[config.mk]
export PLATFORM = sky130hd
export DESIGN_NAME = vga_timing_gen
export DESIGN_NICKNAME = d
export VERILOG_FILES = /design/src/rtl/vga_timing_pkg.sv /design/src/rtl/vga_axis_counter.sv /design/src/rtl/vga_timing_gen.sv
export SDC_FILE = /design/constraint.sdc
export NUM_CORES = 1
export LEC_CHECK = 0
export BUFFER_PORTS_ARGS = -buffer_cell sky130_fd_sc_hd__buf_2
export CELL_PAD_IN_SITES_DETAIL_PLACEMENT = 0
export CELL_PAD_IN_SITES_GLOBAL_PLACEMENT = 1
export CORE_MARGIN = 2
export CORE_UTILIZATION = 40
export CTS_CLUSTER_DIAMETER = 40
export DETAILED_ROUTE_END_ITERATION = 10
export GPL_ROUTABILITY_DRIVEN = 0
export PLACE_DENSITY = 0.85
export SLEW_MARGIN = 15
export SYNTH_ARGS = -nofsm -noshare
export SYNTH_HDL_FRONTEND = slang
export SYNTH_SLANG_ARGS = --single-unit
export TNS_END_PERCENT = 20
[constraint.sdc]
create_clock -name Clk -period 3.12 [get_ports Clk]
set_input_delay 0.156 -clock Clk [delete_from_list [all_inputs] [get_ports Clk]]
set_output_delay 0.156 -clock Clk [all_outputs]
set_load 0.02 [all_outputs]
[src/rtl/vga_timing_pkg.sv]
// Shared 640x480@60 timing defaults, coordinate width and axis-length helper
// for the VGA raster generator.
package vga_timing_pkg;

  localparam int COORD_W   = 10;
  localparam int MAX_TOTAL = 1 << COORD_W;

  localparam int DEF_CLK_DIV   = 2;
  localparam int DEF_H_VISIBLE = 640;
  localparam int DEF_H_FRONT   = 16;
  localparam int DEF_H_SYNC    = 96;
  localparam int DEF_H_BACK    = 48;
  localparam int DEF_V_VISIBLE = 480;
  localparam int DEF_V_FRONT   = 10;
  localparam int DEF_V_SYNC    = 2;
  localparam int DEF_V_BACK    = 33;
  localparam int DEF_SYNC_POL  = 0;

  function automatic int axis_total(input int visible, input int front,
                                    input int sync, input int back);
    return visible + front + sync + back;
  endfunction

endpackage

[src/rtl/vga_axis_counter.sv]
// One raster axis: position counter with wrap, plus visible/sync decode of the
// value the counter will hold after the current edge.
module vga_axis_counter
  import vga_timing_pkg::*;
#(
  parameter int VISIBLE = DEF_H_VISIBLE,
  parameter int FRONT   = DEF_H_FRONT,
  parameter int SYNC    = DEF_H_SYNC,
  parameter int BACK    = DEF_H_BACK
) (
  input  logic               Clk,
  input  logic               Reset,
  input  logic               advance,
  output logic [COORD_W-1:0] count,
  output logic               wrap,
  output logic               next_active,
  output logic               next_sync
);

  localparam int TOTAL = axis_total(VISIBLE, FRONT, SYNC, BACK);

  // Compare in one extra bit so bounds equal to 1024 do not alias to zero.
  localparam logic [COORD_W:0] LAST       = (COORD_W+1)'(TOTAL - 1);
  localparam logic [COORD_W:0] VIS_END    = (COORD_W+1)'(VISIBLE);
  localparam logic [COORD_W:0] SYNC_START = (COORD_W+1)'(VISIBLE + FRONT);
  localparam logic [COORD_W:0] SYNC_END   = (COORD_W+1)'(VISIBLE + FRONT + SYNC);

  logic [COORD_W-1:0] count_next;
  logic [COORD_W:0]   count_ext;

  // Next position: wrap at the end of the axis, reset forces the origin.
  always_comb begin
    wrap       = 1'b0;
    count_next = count;
    if (advance && ({1'b0, count} == LAST)) begin
      wrap = 1'b1;
    end else begin
      wrap = 1'b0;
    end
    if (Reset) begin
      count_next = '0;
    end else if (wrap) begin
      count_next = '0;
    end else if (advance) begin
      count_next = count + COORD_W'(1);
    end else begin
      count_next = count;
    end
  end

  assign count_ext   = {1'b0, count_next};
  assign next_active = (count_ext < VIS_END);
  assign next_sync   = (count_ext >= SYNC_START) && (count_ext < SYNC_END);

  // Position register.
  always_ff @(posedge Clk) begin
    if (Reset) begin
      count <= '0;
    end else begin
      count <= count_next;
    end
  end

endmodule

[src/rtl/vga_timing_gen.sv]
// VGA raster generator: pixel-rate divider, H/V position counters, sync pins and
// pixel/line/frame strobes. Define VGA_SYNC_PIPE_EN to delay syncs and display-area by one Clk.
module vga_timing_gen
  import vga_timing_pkg::*;
#(
  parameter int CLK_DIV   = DEF_CLK_DIV,
  parameter int H_VISIBLE = DEF_H_VISIBLE,
  parameter int H_FRONT   = DEF_H_FRONT,
  parameter int H_SYNC    = DEF_H_SYNC,
  parameter int H_BACK    = DEF_H_BACK,
  parameter int V_VISIBLE = DEF_V_VISIBLE,
  parameter int V_FRONT   = DEF_V_FRONT,
  parameter int V_SYNC    = DEF_V_SYNC,
  parameter int V_BACK    = DEF_V_BACK,
  parameter int SYNC_POL  = DEF_SYNC_POL
) (
  input  logic               Clk,
  input  logic               Reset,
  output logic [COORD_W-1:0] CounterX,
  output logic [COORD_W-1:0] CounterY,
  output logic               inDisplayArea,
  output logic               vga_h_sync,
  output logic               vga_v_sync,
  output logic               PixelTick,
  output logic               LineTick,
  output logic               FrameTick
);

  localparam int H_TOTAL = axis_total(H_VISIBLE, H_FRONT, H_SYNC, H_BACK);
  localparam int V_TOTAL = axis_total(V_VISIBLE, V_FRONT, V_SYNC, V_BACK);
  localparam int DIV_W   = 4;

  localparam logic [DIV_W-1:0]   DIV_LAST   = DIV_W'(CLK_DIV - 1);
  localparam logic [COORD_W-1:0] V_VIS_LAST = COORD_W'(V_VISIBLE - 1);
  localparam logic               SYNC_ACT   = (SYNC_POL != 0);

  if (H_TOTAL > MAX_TOTAL) begin : g_h_total_err
    $error("vga_timing_gen: H_TOTAL exceeds 1024");
  end
  if (V_TOTAL > MAX_TOTAL) begin : g_v_total_err
    $error("vga_timing_gen: V_TOTAL exceeds 1024");
  end
  if ((CLK_DIV < 1) || (CLK_DIV > 16)) begin : g_div_err
    $error("vga_timing_gen: CLK_DIV must be 1..16");
  end

  logic [DIV_W-1:0] div_cnt;
  logic h_wrap, v_wrap_unused, v_advance;
  logic h_next_active, h_next_sync, v_next_active, v_next_sync;
  logic disp_s1, hs_s1, vs_s1;
  logic line_tick_r, frame_tick_r;
  logic frame_next;

  // With CLK_DIV==1 DIV_LAST is 0, so the decode is constantly 1.
  assign PixelTick = (div_cnt == DIV_LAST);

  // Pixel-rate divider; wraps on its own terminal count.
  always_ff @(posedge Clk) begin
    if (Reset) begin
      div_cnt <= '0;
    end else if (PixelTick) begin
      div_cnt <= '0;
    end else begin
      div_cnt <= div_cnt + DIV_W'(1);
    end
  end

  assign v_advance = h_wrap;

  vga_axis_counter #(
    .VISIBLE (H_VISIBLE),
    .FRONT   (H_FRONT),
    .SYNC    (H_SYNC),
    .BACK    (H_BACK)
  ) u_h_axis (
    .Clk         (Clk),
    .Reset       (Reset),
    .advance     (PixelTick),
    .count       (CounterX),
    .wrap        (h_wrap),
    .next_active (h_next_active),
    .next_sync   (h_next_sync)
  );

  vga_axis_counter #(
    .VISIBLE (V_VISIBLE),
    .FRONT   (V_FRONT),
    .SYNC    (V_SYNC),
    .BACK    (V_BACK)
  ) u_v_axis (
    .Clk         (Clk),
    .Reset       (Reset),
    .advance     (v_advance),
    .count       (CounterY),
    .wrap        (v_wrap_unused),
    .next_active (v_next_active),
    .next_sync   (v_next_sync)
  );

  // Start of vertical blank: the line wrap that moves CounterY onto V_VISIBLE.
  assign frame_next = h_wrap && (CounterY == V_VIS_LAST);

  // Flags registered from next-state positions so they line up with CounterX/Y.
  always_ff @(posedge Clk) begin
    if (Reset) begin
      disp_s1      <= 1'b1;
      hs_s1        <= ~SYNC_ACT;
      vs_s1        <= ~SYNC_ACT;
      line_tick_r  <= 1'b0;
      frame_tick_r <= 1'b0;
    end else begin
      disp_s1      <= h_next_active && v_next_active;
      hs_s1        <= h_next_sync ? SYNC_ACT : ~SYNC_ACT;
      vs_s1        <= v_next_sync ? SYNC_ACT : ~SYNC_ACT;
      line_tick_r  <= h_wrap;
      frame_tick_r <= frame_next;
    end
  end

  assign LineTick  = line_tick_r;
  assign FrameTick = frame_tick_r;

`ifdef VGA_SYNC_PIPE_EN
  logic disp_s2, hs_s2, vs_s2;

  // Extra stage matching the registered RGB path of the drawing logic.
  always_ff @(posedge Clk) begin
    if (Reset) begin
      disp_s2 <= 1'b1;
      hs_s2   <= ~SYNC_ACT;
      vs_s2   <= ~SYNC_ACT;
    end else begin
      disp_s2 <= disp_s1;
      hs_s2   <= hs_s1;
      vs_s2   <= vs_s1;
    end
  end

  assign inDisplayArea = disp_s2;
  assign vga_h_sync    = hs_s2;
  assign vga_v_sync    = vs_s2;
`else
  assign inDisplayArea = disp_s1;
  assign vga_h_sync    = hs_s1;
  assign vga_v_sync    = vs_s1;
`endif

endmodule

==> After elaboration in Yosys (flattened, before gate mapping) <==
Cells that the tools add are included.
{ "op_classes": {"n_eq_ne": 4, "n_lt_le_gt_ge": 6, "n_reduce_logical": 7, "muxes": 10, "addsub": 3} }
{ "op_table": {"columns": ["operator", "n"], "rows": [
  ["$mux W10", 6],
  ["$add A10 B1 Y10 const B", 2],
  ["$eq A10 B10 Y1 const B", 2],
  ["$lt A10 B10 Y1 const B", 2],
  ["$lt A10 B9 Y1 const B", 2],
  ["$eq A10 B9 Y1 const B", 1],
  ["$ge A10 B10 Y1 const B", 1],
  ["$ge A10 B9 Y1 const B", 1],
  ["$logic_and A1 B1 Y1", 6],
  ["$add A4 B1 Y4 const B", 1],
  ["$eq A4 B1 Y1 const B", 1],
  ["$mux W1", 4],
  ["$reduce_or A2 Y1", 1]
]} }
{ "word_totals": {"register_bits": 29, "in_bits": 2, "wordCells": 38} }

==> Depth between registers and ports, before layout <==
{ "logic_depth": {"word_depth": 10, "mapped_depth": 10, "ltp_nobuf": 8} }

==> Hierarchy <==
A second synthesis with hierarchy kept.
{ "unflattened": {"cells_unflattened": 191, "hier_area_um2": 1742.9} }
{ "modules_own_cells": {"columns": ["mod", "area_each_um2", "cells_each", "seq_area_each_um2", "n_inst"], "rows": [
  ["vga_axis_counter at u_h_axis", 760.7, 88, 200.2, 1],
  ["vga_axis_counter at u_v_axis", 628.1, 73, 200.2, 1],
  ["vga_timing_gen", 354.1, 30, 180.2, 1]
]} }

==> Least setup slack after synthesis <==
OpenSTA, ideal clock, no wires.
{ "synth_path": {"path_type": "register to register", "from": "register u_h_axis.count[4]", "to": "register vs_s1, in the netlist vga_v_sync", "synth_period_minus_slack_ns": 2.385, "path_slack_ns": 0.735, "path_stages_with_launch": 8, "t_required_ns": 2.990, "t_arrival_ns": 2.255, "n_path_buf": 1, "path_cell_list": "dfxtp_1 -> or4b_4 -> or4_4 -> buf_6 -> nor4_4 -> xnor2_1 -> and3_1 -> nand3_1"} }
{ "synth_via": {"elab_chain_len": 10} }
{ "synth_lines": {"columns": ["element", "line", "text"], "rows": [
  ["start: declaration", "vga_axis_counter.sv:14", "output logic [COORD_W-1:0] count,"],
  ["start signal: assignment", "vga_axis_counter.sv:60", "count <= count_next;"],
  ["$eq A10 B10 Y1 *", "vga_axis_counter.sv:35", "if (advance && ({1'b0, count} == LAST)) begin"],
  ["$logic_and A1 B1 Y1 *", "vga_axis_counter.sv:35", null],
  ["$mux W1 *", "vga_axis_counter.sv:35", null],
  ["$logic_and A1 B1 Y1", "vga_axis_counter.sv:35", null],
  ["$mux W1", "vga_axis_counter.sv:35", null],
  ["$mux W10 *", "vga_axis_counter.sv:42", "end else if (wrap) begin"],
  ["$mux W10 *", "vga_axis_counter.sv:40", "if (Reset) begin"],
  ["$ge A10 B9 Y1 / $lt A10 B9 Y1 (equally long branches)", "vga_axis_counter.sv:53", "assign next_sync = (count_ext >= SYNC_START) && (count_ext < SYNC_END);"],
  ["$logic_and A1 B1 Y1 *", "vga_axis_counter.sv:53", null],
  ["$mux W1 *", "vga_timing_gen.sv:114", "vs_s1 <= v_next_sync ? SYNC_ACT : ~SYNC_ACT;"],
  ["end signal: assignment", "vga_timing_gen.sv:108", "vs_s1 <= ~SYNC_ACT;"],
  ["end signal: assignment", "vga_timing_gen.sv:114", null],
  ["end: declaration", "vga_timing_gen.sv:50", "logic disp_s1, hs_s1, vs_s1;"]
]} }
Every way passes the cells marked *; elsewhere a longest branch is shown, timed or not.
A chain may end at the register's enable or synchronous reset.

==> Worst setup path after layout <==
{ "layout_path": {"from": "register div_cnt[0]", "to": "register vs_s1, in the netlist vga_v_sync"} }
{ "layout_via": {"elab_chain_len": 10} }
{ "layout_lines": {"columns": ["element", "line", "text"], "rows": [
  ["start: declaration", "vga_timing_gen.sv:47", "logic [DIV_W-1:0] div_cnt;"],
  ["start signal: assignment", "vga_timing_gen.sv:64", "div_cnt <= div_cnt + DIV_W'(1);"],
  ["$eq A4 B1 Y1 *", "vga_timing_gen.sv:55", "assign PixelTick = (div_cnt == DIV_LAST);"],
  ["$logic_and A1 B1 Y1 *", "vga_axis_counter.sv:35", null],
  ["$mux W1 *", "vga_axis_counter.sv:35", null],
  ["$logic_and A1 B1 Y1", "vga_axis_counter.sv:35", null],
  ["$mux W1", "vga_axis_counter.sv:35", null],
  ["$mux W10 *", "vga_axis_counter.sv:42", null],
  ["$mux W10 *", "vga_axis_counter.sv:40", null],
  ["$ge A10 B9 Y1 / $lt A10 B9 Y1 (equally long branches)", "vga_axis_counter.sv:53", null],
  ["$logic_and A1 B1 Y1 *", "vga_axis_counter.sv:53", null],
  ["$mux W1 *", "vga_timing_gen.sv:114", null]
]} }
Marked as above.

==> run_results.csv <==
group,metric,value,unit
run_status,status,"finished, final reports clean",
detailed_routing,routed_wl,2950,um
cells_and_area,finish.utilization,48.5,%
grt,grt_max_degree,12,
worst_hold_path,hold_class,"input pin to register",
detailed_routing,drt_pass1_iterations,4,
setup_path,slowest_delay,610,ps
die,start_util,42.1,%
worst_hold_path,hold_path_end,"u_h_axis.count[2]$_SDFF_PP0_",
pwr,power-per-cell-area,430,nW/um^2
sta,skew,9.61,ps
synth,synth_cell_types,41,
grt,grt-busiest-layer,"met2",
detailed_routing,via_per_inst,5.17,
setup_path,cp_top_family,"simple AND/OR/NAND/NOR gates",
synth,ys.flop_type,"dfxtp_1",
die,ios,28,
sta,hold_violations,0,
cells_and_area,final_nets,191,
grt,grt_use_met2,26.2,%
synth,yosysTopAreaCellShare,40.7,%
synth,synth_nets,163,
worst_hold_path,hold_path.startpoint,"Reset",
cts,clk_latency,330,ps
sta,fmaxAchievable,411,MHz
pwr,ir_drop,0.315,mV
synth,synth-warning-count,0,
cells_and_area,layout_commonest_cell,"dfxtp_1",
setup_path,crit_type,"register to register",
cells_and_area,stdcell_count,231,
grt,met3_usage,6.34,%
grt,grt_use_total,16.3,%
cells_and_area,drive_gt1_share,23.8,%
synth,yosysTopAreaCell,"dfxtp_1",
die,die_h,63.7,um
cts,cts_buffers,5,
place,dp.cells,223,
setup_path,cp_num_buf_inv,0,
worst_hold_path,holdPathStages,2,
pwr,finalPower,0.707,mW
sta,fin_crit,2430,ps
detailed_routing,wl_per_cell,12.8,um
grt,grt_pass1_vias,1149,
cts,post_cts_buffers,0,
sta,rsz0062_at_grt,"no",
setup_path,reg2reg_to,"vga_v_sync$_SDFF_PP1_",
setup_path,r2r_start,"div_cnt[0]$_SDFF_PP0_",
sta,min_period_over_period,78.0,%
synth,ys_ff_latch,29,
setup_path,reg2reg_depth,7,
cells_and_area,final_cell_mix,"dfxtp_1, buf_2, nor2_1",
grt,grt-ovfl-total,0,
flow_run,cap_viol_max_count,0,
cts,htreeDepth,2,
die,die_w,63.7,um
cts,cts-root-buf,"clkbuf_4",
setup_path,cp_max_fo,8,
sta,fin_hold_ws,143,ps
cts,path_clk_slew,100,ps
sta,slew_viol_final,0,
cells_and_area,regArea,581,um^2
place,dp_hpwl,2150,um
setup_path,rrSetupSlack,690,ps
detailed_routing,drt_iter0_markers,92,
die,design.core.area,3390,um^2
synth,synth-edff-count,0,
cts,cts_resized,0,
die,rows,21,
setup_path,start_kind,"register",
cells_and_area,num-fill-cells,334,
cts,cts_tree,"yes",
detailed_routing,ant_nets,0,
cts,cts_max_path_buffers,2,
cells_and_area,num_antenna_cells,0,
setup_path,required,3330,ps
sta,setup_violations,0,
setup_path,worstPathArrival,2640,ps
cts,cts_sinks,29,
sta,fin_tns_setup,0,ps
synth,ys_seq_area_share,40.7,%
cells_and_area,area_growth,15.2,%
detailed_routing,drc,0,
detailed_routing,num_vias,1194,
cts,hold_buffers,0,
synth,synthesis.area,1430,um^2
cells_and_area,multi_input_area,779,um^2
setup_path,cp_slowest_cell,"or4_4",
synth,ys_top_cells_by_area,"dfxtp_1, nor2_1, xor2_1, xnor2_1, ha_1",
synth,synth_area_per_cell,9.15,um^2
setup_path,cp-end-kind,"register",
sta,slew_headroom,60.4,%
setup_path,crit_chain,"ha_1 > or3b_4 > or4_4 > nor4_4 > xnor2_1 > and3_1 > nand3_1",
grt,met1_usage,19.8,%
pwr,power_leakage,0.694,nW
grt,grt_pass1_wl,5170,um
synth,netlist_instances,156,
synth,async_flop_share,0,%
place,io_buffers,27,
grt,antenna_found_initial,0,
die,die_area,4060,um^2
sta,worst_pin_slew,586,ps
power breakdown:
group          switching [mW]  total (mW)  internal (mW)
clock network           0.130       0.261          0.130
logic                  0.0338      0.0565         0.0228
registers              0.0110       0.390          0.379
registers in the layout, summed over array words and instances (netlist names):
signal / cells
LineTick: 1
u_h_axis.count: 10
inDisplayArea: 1
vga_h_sync: 1
u_v_axis.count: 10
div_cnt: 4
vga_v_sync: 1
FrameTick: 1
metal layers:
metal	up-vias	routed length, um
li1	599	-
met5	-	0
met4	0	36
met2	33	1410
met1	558	1310
met3	4	184
cell type report:
cell class                      count  area share [%]
Clock buffer                        7            3.95
Sequential cell                    29            35.3
Multi-Input combinational cell    116            47.4
Timing Repair Buffer               28            8.67
Clock inverter                      1           0.304
Tap cell                           46            3.50
Inverter                            4           0.913
Yosys cell counts, types with 2 or more instances:
cell type	n
dfxtp_1	29
nand4_1	8
nand2_1	11
o21ai_0	2
xor2_1	10
ha_1	5
inv_1	3
nor2_1	24
a21oi_1	4
and3_1	5
xnor2_1	8
nand3_1	6
buf_6	3
mux2i_1	2
nor3_1	6
nor4_2	2
nand2b_1	2
buf_2	3
logic make-up (layout without fill, tap and decap cells):
kind of cell,count (synthesis),count (layout),synth area share [%]
buf+inv,11,40,4.73
compound gates,11,11,4.73
xor+xnor,18,18,11.0
simple gates,79,79,32.3
flops,29,29,40.7
fa+ha+maj,5,5,4.38
mux,3,3,2.19
per-stage QoR:
stage	instance area (um^2)	worst slack (ps)
global route	1650	584
global placement	1580	750
detailed placement	1580	687
CTS	1650	684
finish	1650	687
floorplan	1430	735
worst max path at each step:
stage                                  from                     to  slack, ps  depth (start not counted)
2_1_floorplan  u_h_axis.count[4]$_SDFF_PP0_  vga_v_sync$_SDFF_PP1_        740                          7
3_3_place_gp          div_cnt[0]$_SDFF_PP0_  vga_v_sync$_SDFF_PP1_        750                          7
3_5_place_dp          div_cnt[0]$_SDFF_PP0_  vga_v_sync$_SDFF_PP1_        690                          7
4_1_cts               div_cnt[0]$_SDFF_PP0_  vga_v_sync$_SDFF_PP1_        680                          7
5_1_grt               div_cnt[0]$_SDFF_PP0_  vga_v_sync$_SDFF_PP1_        580                          7
6_report              div_cnt[0]$_SDFF_PP0_  vga_v_sync$_SDFF_PP1_        690                          7
(Power assumes the default switching activity.)
